File: config.mk
export PLATFORM = sky130hd
export DESIGN_NAME = alu_serial_seq
export DESIGN_NICKNAME = d
export VERILOG_FILES = /design/src/rtl/alu_serial_seq.sv
export SDC_FILE = /design/constraint.sdc
export NUM_CORES = 1
export LEC_CHECK = 0
export ABC_AREA = 1
export CORE_ASPECT_RATIO = 1.2
export CORE_MARGIN = 2
export CORE_UTILIZATION = 45
export CTS_CLUSTER_DIAMETER = 60
export CTS_CLUSTER_SIZE = 28
export DETAILED_ROUTE_END_ITERATION = 10
export PLACE_DENSITY = 0.77
export SYNTH_ARGS = -nofsm -noshare
export SYNTH_HDL_FRONTEND = slang
export SYNTH_SLANG_ARGS = --single-unit
File: constraint.sdc
create_clock -name clk -period 1.9 [get_ports clk]
set_input_delay 0.38 -clock clk [delete_from_list [all_inputs] [get_ports clk]]
set_output_delay 0.38 -clock clk [all_outputs]
set_load 0.005 [all_outputs]
File: src/rtl/alu_serial_seq.sv
// Bit-serial ALU sequencer: walks an external 1-bit ALU slice over WIDTH bits, LSB first.
// Optional flag outputs (zero, cout, overflow) are built when ALU_SERIAL_FLAGS_EN is defined.
module alu_serial_seq #(
  parameter int WIDTH = 32
) (
  input  logic             clk,
  input  logic             rst,
  input  logic             in_valid,
  output logic             in_ready,
  input  logic [WIDTH-1:0] src1,
  input  logic [WIDTH-1:0] src2,
  input  logic [3:0]       ALU_control,
  output logic             slc_src1,
  output logic             slc_src2,
  output logic             slc_A_invert,
  output logic             slc_B_invert,
  output logic             slc_cin,
  output logic             slc_less,
  output logic [1:0]       slc_operation,
  input  logic             slc_result,
  input  logic             slc_set,
  input  logic             slc_overflow,
  input  logic             slc_less_out,
  output logic             out_valid,
  input  logic             out_ready,
  output logic [WIDTH-1:0] result
`ifdef ALU_SERIAL_FLAGS_EN
  ,
  output logic             zero,
  output logic             cout,
  output logic             overflow
`endif
);

  localparam int IW = $clog2(WIDTH);
  localparam logic [1:0] OP_SET = 2'b11;

  typedef enum logic [1:0] {
    IDLE = 2'd0,
    RUN  = 2'd1,
    DONE = 2'd2
  } state_t;

  state_t           state_q, state_d;
  logic [WIDTH-1:0] src1_q, src1_d;
  logic [WIDTH-1:0] src2_q, src2_d;
  logic [3:0]       ctrl_q, ctrl_d;
  logic [IW-1:0]    idx_q, idx_d;
  logic             carry_q, carry_d;
  logic [WIDTH-1:0] result_q, result_d;

  logic accept;
  logic running;
  logic last_bit;
  logic set_last;

  assign accept   = (state_q == IDLE) && in_valid;
  assign running  = (state_q == RUN);
  assign last_bit = (idx_q == IW'(WIDTH - 1));
  assign set_last = running && last_bit && (ctrl_q[1:0] == OP_SET);

  // State register
  always_ff @(posedge clk) begin
    if (rst) begin
      state_q <= IDLE;
    end else begin
      state_q <= state_d;
    end
  end

  // Next-state logic
  always_comb begin
    state_d = state_q;
    unique case (state_q)
      IDLE:    if (in_valid) state_d = RUN;
      RUN:     if (last_bit) state_d = DONE;
      DONE:    if (out_ready) state_d = IDLE;
      default: state_d = IDLE;
    endcase
  end

  // Output logic: slice drive is gated to zero outside RUN
  always_comb begin
    in_ready      = (state_q == IDLE);
    out_valid     = (state_q == DONE);
    slc_src1      = 1'b0;
    slc_src2      = 1'b0;
    slc_A_invert  = 1'b0;
    slc_B_invert  = 1'b0;
    slc_cin       = 1'b0;
    slc_less      = 1'b0;
    slc_operation = 2'b00;
    if (running) begin
      slc_src1      = src1_q[idx_q];
      slc_src2      = src2_q[idx_q];
      slc_A_invert  = ctrl_q[3];
      slc_B_invert  = ctrl_q[2];
      slc_cin       = carry_q;
      slc_operation = ctrl_q[1:0];
    end
  end

  // Datapath next values; carry is seeded from B_invert so subtraction gets its +1
  always_comb begin
    src1_d  = src1_q;
    src2_d  = src2_q;
    ctrl_d  = ctrl_q;
    idx_d   = idx_q;
    carry_d = carry_q;
    if (accept) begin
      src1_d  = src1;
      src2_d  = src2;
      ctrl_d  = ALU_control;
      idx_d   = '0;
      carry_d = ALU_control[2];
    end else if (running) begin
      idx_d   = idx_q + IW'(1);
      carry_d = slc_set;
    end
  end

  // Per-bit result update; SET overwrites the whole word on the final bit
  for (genvar gi = 0; gi < WIDTH; gi++) begin : g_result
    if (gi == 0) begin : g_lsb
      assign result_d[gi] = set_last ? (slc_less_out ^ slc_overflow)
                          : (running && idx_q == IW'(gi)) ? slc_result
                          : result_q[gi];
    end else begin : g_upper
      assign result_d[gi] = set_last ? 1'b0
                          : (running && idx_q == IW'(gi)) ? slc_result
                          : result_q[gi];
    end
  end

  always_ff @(posedge clk) begin
    if (rst) begin
      src1_q   <= '0;
      src2_q   <= '0;
      ctrl_q   <= '0;
      idx_q    <= '0;
      carry_q  <= 1'b0;
      result_q <= '0;
    end else begin
      src1_q   <= src1_d;
      src2_q   <= src2_d;
      ctrl_q   <= ctrl_d;
      idx_q    <= idx_d;
      carry_q  <= carry_d;
      result_q <= result_d;
    end
  end

  assign result = result_q;

`ifdef ALU_SERIAL_FLAGS_EN
  logic zero_q, zero_d;
  logic cout_q, cout_d;
  logic overflow_q, overflow_d;

  // Flags are captured together with the final result bit
  always_comb begin
    zero_d     = zero_q;
    cout_d     = cout_q;
    overflow_d = overflow_q;
    if (running && last_bit) begin
      zero_d     = (result_d == '0);
      cout_d     = slc_set;
      overflow_d = ctrl_q[1] ? slc_overflow : 1'b0;
    end
  end

  always_ff @(posedge clk) begin
    if (rst) begin
      zero_q     <= 1'b0;
      cout_q     <= 1'b0;
      overflow_q <= 1'b0;
    end else begin
      zero_q     <= zero_d;
      cout_q     <= cout_d;
      overflow_q <= overflow_d;
    end
  end

  assign zero     = zero_q;
  assign cout     = cout_q;
  assign overflow = overflow_q;
`endif

endmodule

After elaboration in Yosys (flattened, before gate mapping)
Index checks and enable logic that the tools add are counted.
- add/subtract/negate cells: 1
- order comparisons: 1
- equality and inequality tests: 37
- mux-type cells: 18
- bitwise operators: 1
- reductions and logical operators: 41
- operators by type and width (kind ; number):
    $eq A5 B5 Y1 const B ; 16
    $eq A5 B4 Y1 const B ; 8
    $logic_and A1 B1 Y1 ; 34
    $eq A5 B3 Y1 const B ; 4
    $mux W1 ; 11
    $bmux W1 S5 ; 2
    $eq A5 B2 Y1 const B ; 2
    $mux W2 ; 4
    $lt A5 B6 Y1 const B ; 1
    $pmux W2 S3 ; 1
    $add A5 B1 Y5 const B ; 1
    $eq A5 B1 Y1 const B ; 1
    $logic_not A5 Y1 ; 1
    $eq A2 B2 Y1 const B ; 2
    $ne A2 B1 Y1 const B ; 2
    $reduce_bool A2 Y1 ; 2
    $reduce_or A2 Y1 ; 2
    $reduce_and A3 Y1 ; 1
    $eq A2 B1 Y1 const B ; 1
    $logic_not A2 Y1 ; 1
    $ne A2 B2 Y1 const B ; 1
    $xor A1 B1 Y1 ; 1
- flip-flop bits (word level): 108
- input bits: 76
- output and inout bits: 42
- word-level logic and storage cells: 137

Depth between registers and ports, before layout
- depth after elaboration: 4
- gate-level depth with buffers: 10
- depth with buffers taken out: 9

Worst setup path before layout
OpenSTA, ideal clock, no wires.
- path kind: register to register
- start: register idx_q[1]
- end: register result_q[12], in the netlist result[12]
- library setup time: 0.135 ns
- arrival: 1.610 ns
- data required time: 1.765 ns
- slack: 0.155 ns
- stages on the path, launching flop included: 11
- path buffers: 1
- clock period less this slack: 1.745 ns
- path through: dfxtp_1 -> ha_1 -> inv_1 -> nor2_1 -> ha_1 -> nand2_2 -> nor3_2 -> nor2_1 -> clkbuf_4 -> o21ai_0 -> a21oi_1
- word-level cells in the longest chain between the ends: 4
- elaborated cells between the ends (all ways): 6
- classes of those cells: eq/ne: 2; reduce/logical: 4
- ends and longest elaborated chain (what ; line ; text):
    from (decl) ; 48 ; logic [IW-1:0] idx_q, idx_d;
    from (signal assigned) ; 147 ; idx_q <= idx_d;
    $eq A5 B5 Y1 ; 59 ; assign last_bit = (idx_q == IW'(WIDTH - 1));
    $logic_and A1 B1 Y1 (2 in series) ; 60 ; assign set_last = running && last_bit && (ctrl_q[1:0] == OP_SET);
    $reduce_or A2 Y1 (no line) ; - ;
    to (signal assigned) ; 149 ; result_q <= result_d;
    to (decl) ; 50 ; logic [WIDTH-1:0] result_q, result_d;
Several ways; a longest one is shown, not always the timed one.
A chain may end at the register's enable or synchronous reset.

Final worst setup path
- start: register idx_q[0]
- end: output slc_src1
- word-level cells in the longest chain between the ends: 3
- ends and longest elaborated chain (what ; line ; text):
    $bmux W1 S5 ; 94 ; slc_src1 = src1_q[idx_q];
    $mux W1 (implied by the code) ; 94 ;
    $mux W1 ; 93 ; if (running) begin
    to (decl) ; 13 ; output logic slc_src1,
No other way between the ends. The select of a mux whose other input is x is not followed.

==> reports/metrics.csv <==
metric,value,unit
htreeDepth,3,
hold_viol,0,
wl,13.4,mm
io_pins,118,
layout.nets,923,
vias_per_cell,5.16,
start_kind,flip-flop,
place_congestion,0.826,
synth_area_leaders,"dfxtp_1, nand2_1, a21oi_1",
run_status,finished with violations,
fin_ws,-0.232,ns
n_antenna_cell,0,
routedWlPerCell,13.7,um
p_leak,2.92,nW
yosysWarnings,0,
grt_max_degree,67,
fillers,935,
antenna_found_initial,0,
row_count,42,
track_usage,0.221,
port-buffer-count,116,
synth_cell_type_count,31,
power_density,721,nW/um2
cts_hold_buf,0,
final_cell_mix,"nand2_1, clkdlybuf4s50_1, dfxtp_1",
place_ws,-0.155,ns
dp_hpwl,9.14,mm
arrival,1.75,ns
first_pass_iters,5,
yosys_register_bits,108,
fin_tns_setup,-0.392,ns
synth_edf_count,0,
ant_nets,0,
drtIter0Drc,271,
cts_buffer_depth,2,
numCtsBuffers,9,
finalSetupViolCount,2,
min_path_type,flip-flop to flip-flop,
synth_cells,714,
crit_type,flip-flop to output port,
synth_ff_type,dfxtp_1,
grt_overflow,0,
die-area,12000,um2
ir_drop,0.000405,V
crit_path_max_fanout,5,
drive_above_1_share,0.118,
start_util,0.458,
final.period_utilization,1.12,
grt_pass1_wl,21.4,mm
clk_latency,0.35,ns
fmax,0.469,GHz
violations,setup timing,
cts_sinks,108,
yosysSeqAreaShare,0.432,
fp.dieW,100,um
synthArstFlopShare,0,
syn_area_per_cell,7.01,um2
clk_pin_slew,0.07,ns
holdWs,0.454,ns
cts-root-buf,clkbuf_16,
vias,5033,
fp.coreArea,10900,um2
end_kind,output port,
drc,0,
p_total,5.03,mW
cts_tree,done,
die_h,119,um
drv_cap,0,
yosysTopAreaCellShare,0.432,
syn_area,5000,um2
cp_data_required_time,1.52,ns
grt_pass1_vias,4794,
yosysTopAreaCell,dfxtp_1,
final_common_cell,nand2_1,
period_needed,2.13,ns
skew,0.00578,ns
slew_violations,0,
rsz0062_at_grt,true,
synth_fp_nets,796,
area_delta_synth_final,39.6,%
[registers in the layout, indices dropped and copies added (netlist names)]
name and count:
carry_q 1, ctrl_q 4, idx_q 5, result 32, src1_q 32, src2_q 32, state_q 2
[logic make-up (layout without fill, tap and decap cells)]
family	count (synthesis)	count (layout)	share of synthesized area
compound gates	198	198	0.206
simple gates	259	259	0.225
buf+inv	142	272	0.122
fa+ha+maj	6	6	0.0150
other cells	1	1	0.000750
flops	108	108	0.432
[worst max-delay path: stages (launching register included)]
cell and delay (ns):
dfxtp_4 0.37, buf_6 0.14, clkbuf_16 0.15, nor2_2 0.15
nor2_1 0.06, nand2_1 0.05, nand2_1 0.05, nand2_1 0.05
nand2_1 0.05, o21ai_1 0.10, nand2_1 0.09, buf_2 0.13
[area by class of cell]
cell class              instances  area [um2]  share of cell area
inverters                      98         372              0.0532
clock inverters                 3        40.0             0.00573
flip-flops and latches        108        2170               0.311
multi-input cells             464        2310               0.331
clock buffers                  11         233              0.0333
repair buffers                160        1690               0.242
well taps                     132         165              0.0237
[synthesized netlist by cell type (6+ instances only)]
cell	count
clkbuf_1	20
dfxtp_1	108
inv_2	6
o21ai_0	84
nor2_1	67
a21oi_1	92
buf_4	6
nand2_1	129
buf_2	12
o21ai_2	7
nand3_1	47
ha_1	6
inv_1	91
o21ai_1	10
[per-stage QoR]
stage	utilization	area, um2	cells
after floorplan	-	5000	714
after global placement	0.587	6420	950
after detailed placement	0.587	6420	950
after CTS	0.625	6830	970
after global routing	0.639	6980	976
final	0.639	6980	976
[timing repair]
action                     4_1_cts  5_1_grt
resized for setup               31       19
setup buffers                    2        4
cloned                           4        2
setup endpoints to repair       39       35
pin swaps                        3        8
[routing by layer]
layer  vias up  global-route usage  wire (um)
li1       2536                   -          -
met1      2280               0.259       5570
met2       182               0.393       6710
met3        35              0.0274        677
met4         0               0.111        412
met5         -                   0          0
[report_power, final]
part,internal [mW],switching [mW]
Sequential,2.39,0.0426
Combinational,0.392,0.436
Clock,1.00,0.764
[path summary, 6_finish.rpt]
| check | endpoint | cells after the start | slack (ns) | from |
|---|---|---|---|---|
| worst max-delay path | slc_src1 | 11 | -0.23 | idx_q[0]$_SDFFE_PP0P_ |
| worst min-delay path | src2_q[17]$_SDFFE_PP0P_ | 2 | 0.45 | src2_q[17]$_SDFFE_PP0P_ |
| worst max register to register | result[10]$_SDFFE_PP0P_ | 12 | 0.06 | idx_q[0]$_SDFFE_PP0P_ |
| worst min register to register | src2_q[17]$_SDFFE_PP0P_ | 2 | 0.45 | src2_q[17]$_SDFFE_PP0P_ |
Power figures use the tool's default switching activity.
